<file path="src/rtl/mem_arbiter.sv">
// Arbiter between instruction-fetch and data ports onto a single SRAM driver request bus.
// Optional BUSY watchdog enabled by defining MEMARB_TIMEOUT_EN (parameter TIMEOUT_CYCLES).
module mem_arbiter #(
    parameter int unsigned TIMEOUT_CYCLES = 16
) (
    input  logic        clk,
    input  logic        rst,
    input  logic        if_ce_i,
    input  logic [31:0] if_addr_i,
    output logic [31:0] if_data_o,
    output logic        if_ready_o,
    input  logic        mem_ce_i,
    input  logic        mem_we_i,
    input  logic [31:0] mem_addr_i,
    input  logic [31:0] mem_data_i,
    input  logic [3:0]  mem_sel_i,
    output logic [31:0] mem_data_o,
    output logic        mem_ready_o,
    output logic        ram_ce_o,
    output logic        ram_we_o,
    output logic [31:0] ram_addr_o,
    output logic [31:0] ram_data_o,
    output logic [3:0]  ram_sel_o,
    input  logic        ram_ready_i,
    input  logic [31:0] ram_data_i,
    output logic        stall_req_o,
    output logic        bus_err_o
);

    typedef enum logic [1:0] {
        IDLE     = 2'd0,
        IF_BUSY  = 2'd1,
        MEM_BUSY = 2'd2,
        GAP      = 2'd3
    } state_t;

    state_t      state_q, state_d;
    logic        ram_ce_q, ram_ce_d;
    logic        ram_we_q, ram_we_d;
    logic [31:0] ram_addr_q, ram_addr_d;
    logic [31:0] ram_data_q, ram_data_d;
    logic [3:0]  ram_sel_q, ram_sel_d;
    logic [31:0] if_data_q, if_data_d;
    logic [31:0] mem_data_q, mem_data_d;
    logic        if_ready_q, if_ready_d;
    logic        mem_ready_q, mem_ready_d;
    logic        busy;
    logic        timeout;

    assign busy = (state_q == IF_BUSY) || (state_q == MEM_BUSY);

`ifdef MEMARB_TIMEOUT_EN
    localparam int unsigned CW = (TIMEOUT_CYCLES < 2) ? 1 : $clog2(TIMEOUT_CYCLES);

    logic [CW-1:0] cnt_q, cnt_d;
    logic          bus_err_q, bus_err_d;

    // Counter sits at zero outside BUSY, so it is already cleared on entry.
    assign cnt_d     = busy ? cnt_q + 1'b1 : '0;
    assign timeout   = busy && !ram_ready_i && (cnt_q == CW'(TIMEOUT_CYCLES - 1));
    assign bus_err_d = timeout;
    assign bus_err_o = bus_err_q;

    always_ff @(posedge clk or negedge rst) begin
        if (!rst) begin
            cnt_q     <= '0;
            bus_err_q <= 1'b0;
        end else begin
            cnt_q     <= cnt_d;
            bus_err_q <= bus_err_d;
        end
    end
`else
    logic [31:0] unused_timeout_cycles;

    assign unused_timeout_cycles = TIMEOUT_CYCLES;
    assign timeout   = 1'b0;
    assign bus_err_o = 1'b0;
`endif

    always_comb begin
        state_d     = state_q;
        ram_ce_d    = 1'b0;
        ram_we_d    = ram_we_q;
        ram_addr_d  = ram_addr_q;
        ram_data_d  = ram_data_q;
        ram_sel_d   = ram_sel_q;
        if_data_d   = if_data_q;
        mem_data_d  = mem_data_q;
        if_ready_d  = 1'b0;
        mem_ready_d = 1'b0;

        unique case (state_q)
            IDLE: begin
                if (mem_ce_i) begin
                    state_d    = MEM_BUSY;
                    ram_ce_d   = 1'b1;
                    ram_we_d   = mem_we_i;
                    ram_addr_d = mem_addr_i;
                    ram_data_d = mem_data_i;
                    ram_sel_d  = mem_sel_i;
                end else if (if_ce_i) begin
                    state_d    = IF_BUSY;
                    ram_ce_d   = 1'b1;
                    ram_we_d   = 1'b0;
                    ram_addr_d = if_addr_i;
                    ram_data_d = '0;
                    ram_sel_d  = '1;
                end
            end
            IF_BUSY: begin
                ram_ce_d = 1'b1;
                if (ram_ready_i || timeout) begin
                    state_d    = GAP;
                    ram_ce_d   = 1'b0;
                    if_ready_d = 1'b1;
                    if_data_d  = timeout ? '0 : ram_data_i;
                end
            end
            MEM_BUSY: begin
                ram_ce_d = 1'b1;
                if (ram_ready_i || timeout) begin
                    state_d     = GAP;
                    ram_ce_d    = 1'b0;
                    mem_ready_d = 1'b1;
                    mem_data_d  = (timeout || ram_we_q) ? '0 : ram_data_i;
                end
            end
            GAP: begin
                state_d = IDLE;
            end
            default: begin
                state_d = IDLE;
            end
        endcase
    end

    always_ff @(posedge clk or negedge rst) begin
        if (!rst) begin
            state_q     <= IDLE;
            ram_ce_q    <= 1'b0;
            ram_we_q    <= 1'b0;
            ram_addr_q  <= '0;
            ram_data_q  <= '0;
            ram_sel_q   <= '0;
            if_data_q   <= '0;
            mem_data_q  <= '0;
            if_ready_q  <= 1'b0;
            mem_ready_q <= 1'b0;
        end else begin
            state_q     <= state_d;
            ram_ce_q    <= ram_ce_d;
            ram_we_q    <= ram_we_d;
            ram_addr_q  <= ram_addr_d;
            ram_data_q  <= ram_data_d;
            ram_sel_q   <= ram_sel_d;
            if_data_q   <= if_data_d;
            mem_data_q  <= mem_data_d;
            if_ready_q  <= if_ready_d;
            mem_ready_q <= mem_ready_d;
        end
    end

    assign ram_ce_o    = ram_ce_q;
    assign ram_we_o    = ram_we_q;
    assign ram_addr_o  = ram_addr_q;
    assign ram_data_o  = ram_data_q;
    assign ram_sel_o   = ram_sel_q;
    assign if_data_o   = if_data_q;
    assign mem_data_o  = mem_data_q;
    assign if_ready_o  = if_ready_q;
    assign mem_ready_o = mem_ready_q;
    assign stall_req_o = (mem_ce_i & ~mem_ready_q) | (if_ce_i & ~if_ready_q);

endmodule

</file>
<file path="config.mk">
export PLATFORM = sky130hd
export DESIGN_NAME = mem_arbiter
export DESIGN_NICKNAME = d
export VERILOG_FILES = /design/src/rtl/mem_arbiter.sv
export SDC_FILE = /design/constraint.sdc
export NUM_CORES = 1
export LEC_CHECK = 0
export ABC_AREA = 1
export CAP_MARGIN = 20
export CORE_UTILIZATION = 30
export DETAILED_ROUTE_END_ITERATION = 6
export SYNTH_ARGS = -nofsm -noshare
export SYNTH_HDL_FRONTEND = slang
export SYNTH_SLANG_ARGS = --single-unit
</file>
<file path="constraint.sdc">
create_clock -name clk -period 1.4 [get_ports clk]
set_input_delay 0.14 -clock clk [delete_from_list [all_inputs] [get_ports clk]]
set_output_delay 0.14 -clock clk [all_outputs]
set_load 0.02 [all_outputs]
</file>
==> results by group <==
STA
  • Crit path time final: roughly 1.3 ns
  • Worst Skew: 0.00952 ns
  • RSZ-0062 raised after global routing: true
  • Fin Hold WS: 0.188 ns
  • Final hold violation count: 0
  • Final TNS setup: 0 ns
  • Endpoints failing setup: 0
  • Slew Limit Fails: 0
  • Max Clk Rate: 743 MHz
  • Final period util: 96.2%

Outcome
  • Outcome: complete, no violations

Detailed routing
  • Total iterations of the first detailed-routing run: 4
  • Antenna-violating nets left: 0
  • # DRC: 0
  • Vias per std cell: 4.34
  • Vias post-DR: 5502
  • Iteration-0 DRC Markers: between 100 and 150
  • Wirelength, routed: approximately 19 mm
  • Routed WL per cell: 14.6 um

Logic synthesis
  • Mux cell area share after synthesis: 0%
  • Avg Synthesized Cell Area: around 8.2 um^2
  • Seq/Total Area, Yosys: around three fifths
  • Synth Area in Compound Gates: 3.16%
  • Cells after synthesis: roughly 710
  • Synth Area in Adders: 1.07%
  • Yosys reg bits: 138
  • Post-synth net total: 855
  • XOR/XNOR share of the synthesized area: 0%
  • Mapped Area: 5850 um^2
  • Largest family of logic cells by synthesized area: simple AND/OR/NAND/NOR gates
  • Synthesis warning total: 0
  • Unique masters post-synth: 18
  • Synth Area in Simple Gates: 31.7%

Floorplanning
  • Initial Util: a little under a third
  • Cell Rows: 50
  • IO Pins: 276
  • Core Area: 18900 um^2
  • Height of the chip: approximately 140 um
  • Die X: between 100 and 150 um
  • DIE AREA: 20100 um^2

Job
  • Max_cap viols: 0

Worst setup path
  • Arrival time worst endpoint: 1.21 ns
  • Setup crit start kind: flop
  • CP required: between 1 and 1.5 ns
  • Critical path peak fanout: 2
  • Critical Path End Type: output port
  • Kind of critical path: reg2out

Global routing
  • Via count of the first global-routing pass: 5429
  • Total Routing Usage GR: 18.8%
  • First-pass GRT wire length: 29.0 mm
  • Pin count of the biggest net entering global routing: 40
  • Initial antenna violation count: 0
  • Gr ovfl total: 0

Finish
  • Area of the multi-input gates: about 2100 um^2
  • Filler Cell Count: ~1900
  • Post-route cell area: 9520 um^2
  • Share of cells above drive strength 1: 7.83%
  • Non-filler instance count after layout: between 1000 and 1500
  • P&R area growth vs syn: 62.6%
  • Antenna diode count: 0
  • Post-layout nets: 1139
  • FF+latch area: 3450 um^2

Place
  • RePlAce Congestion: 0.793
  • Cell Area, Placed: 9030 um^2
  • # port buffers: 274
  • Placed cells: approximately 1200
  • Post-DP HPWL: 13.0 mm

CTS
  • Clk slew on worst S/H paths: ~0.07 ns
  • # H-tree levels: 4
  • Clock Sinks: 138
  • Post-CTS Setup Inserts: 0
  • Clk root buf: clkbuf_16
  • Clock Tree Buf Depth: 2
  • Num CTS Buffers: 17
  • Worst-Skew Late Latency: 0.42 ns
  • CTS tree: built

Power and ir drop
  • Power consumption: 20.8 mW
  • Maximum vdd ir drop: roughly 0.96 mV
  • Leakage: 5.13 nW
  • Power per cell area: approximately 2200 nW/um^2

Hold path
  • Worst Hold Class: in2async
cells in the final DEF, fill, tap and decap left out, types with 2 or more instances in the layout:
master	netlist	layout
dlygate4sd2_1	0	134
o21ai_0	33	31
buf_6	9	2
nand2_1	431	427
clkdlybuf4s50_1	0	135
clkbuf_16	0	18
inv_8	0	3
clkinv_4	0	2
clkinvlp_4	0	2
dfrtp_1	138	138
nor2_1	13	13
buf_4	3	18
o21ai_1	0	2
inv_2	2	2
buf_2	18	3
buf_12	0	12
inv_1	8	7
inv_6	0	6
ha_1	5	4
nand3_1	35	35
nand2_2	0	3
final timing paths:
path / slack, ns / end / cells after the start / from
max: 0.05 / stall_req_o / 2 / mem_ready_o
min: 0.19 / if_data_o[11] / 2 / rst
max reg2reg: 0.09 / ram_sel_o[2] / 7 / state_q[1]
min reg2reg: 0.47 / ram_data_o[29] / 2 / ram_data_o[29]
max in group asynchronous: 0.65 / ram_data_o[11] / 3 / rst
min in group clk: 0.20 / ram_we_o / 4 / mem_ce_i
report_power, final:
group	switching [mW]	internal, mW
sequential	0.925	5.83
combinational	5.88	3.77
clock	1.92	2.52
total	8.73	12.1
layer usage:
layer | vias up | track usage, % | wire length (um)
li1 | 2768 | - | -
met1 | 2505 | 22.8 | 7940
met2 | 211 | 30.0 | 8310
met3 | 18 | 8.37 | 2040
met4 | 0 | 5.72 | 228
met5 | - | 0 | 0
cells in the mapped netlist:
library cell	n	share of area (%)
o21ai_2	1	0.15
inv_1	8	0.51
nor2_4	1	0.19
buf_4	3	0.38
ha_1	5	1.1
nor2_1	13	0.83
o21ai_0	33	2.8
nand3_1	35	3.0
nand2_1	431	28
buf_6	9	1.7
clkbuf_1	8	0.51
inv_2	2	0.13
a21oi_1	1	0.085
buf_2	18	1.5
buf_1	4	0.26
conb_1	1	0.064
dfrtp_1	138	59
o22ai_1	1	0.11
cells by family after synthesis:
| kind of cell | Yosys count |
|---|---|
| adders and majority gates | 5 |
| other | 1 |
| buffers and inverters | 52 |
| AOI/OAI and AO/OA | 36 |
| DFF | 138 |
| and+or+nand+nor | 480 |
layout make-up:
type	instances	share of cell area (%)
Clock buffer	17	4.47
Multi-Input combinational cell	522	22.4
Inverter	10	0.421
Timing Repair Buffer	307	31.3
Clock inverter	15	1.62
Sequential cell	138	36.3
Tap cell	260	3.42
repair_timing:
action | in CTS | in global routing
resized for setup | 145 | 16
setup endpoints to repair | 138 | 77
cloned | 0 | 1
hold buffers | 1 | 0
endpoints found under the hold margin | 138 | 0
pin swaps | 0 | 1
state kept, by name, summed over array words and instances, names as in the netlist, 2 cells and up:
signal	count
ram_addr_o	32
ram_sel_o	4
if_data_o	32
ram_data_o	32
mem_data_o	32
state_q	2
worst max-delay path, cell delays in order (launching register included):
cell     delay [ns]
dfrtp_1        0.40
o22ai_2        0.20
buf_2          0.19
metrics by stage:
step	utilization (%)	setup WS, ns
final	50.4	0.0538
after global routing	50.4	-0.0458
after CTS	50.0	0.00382
after detailed placement	47.8	-0.268
after global placement	47.8	-0.284
after floorplan	-	0.0759
Note: power is estimated with default switching activity, not from simulation.
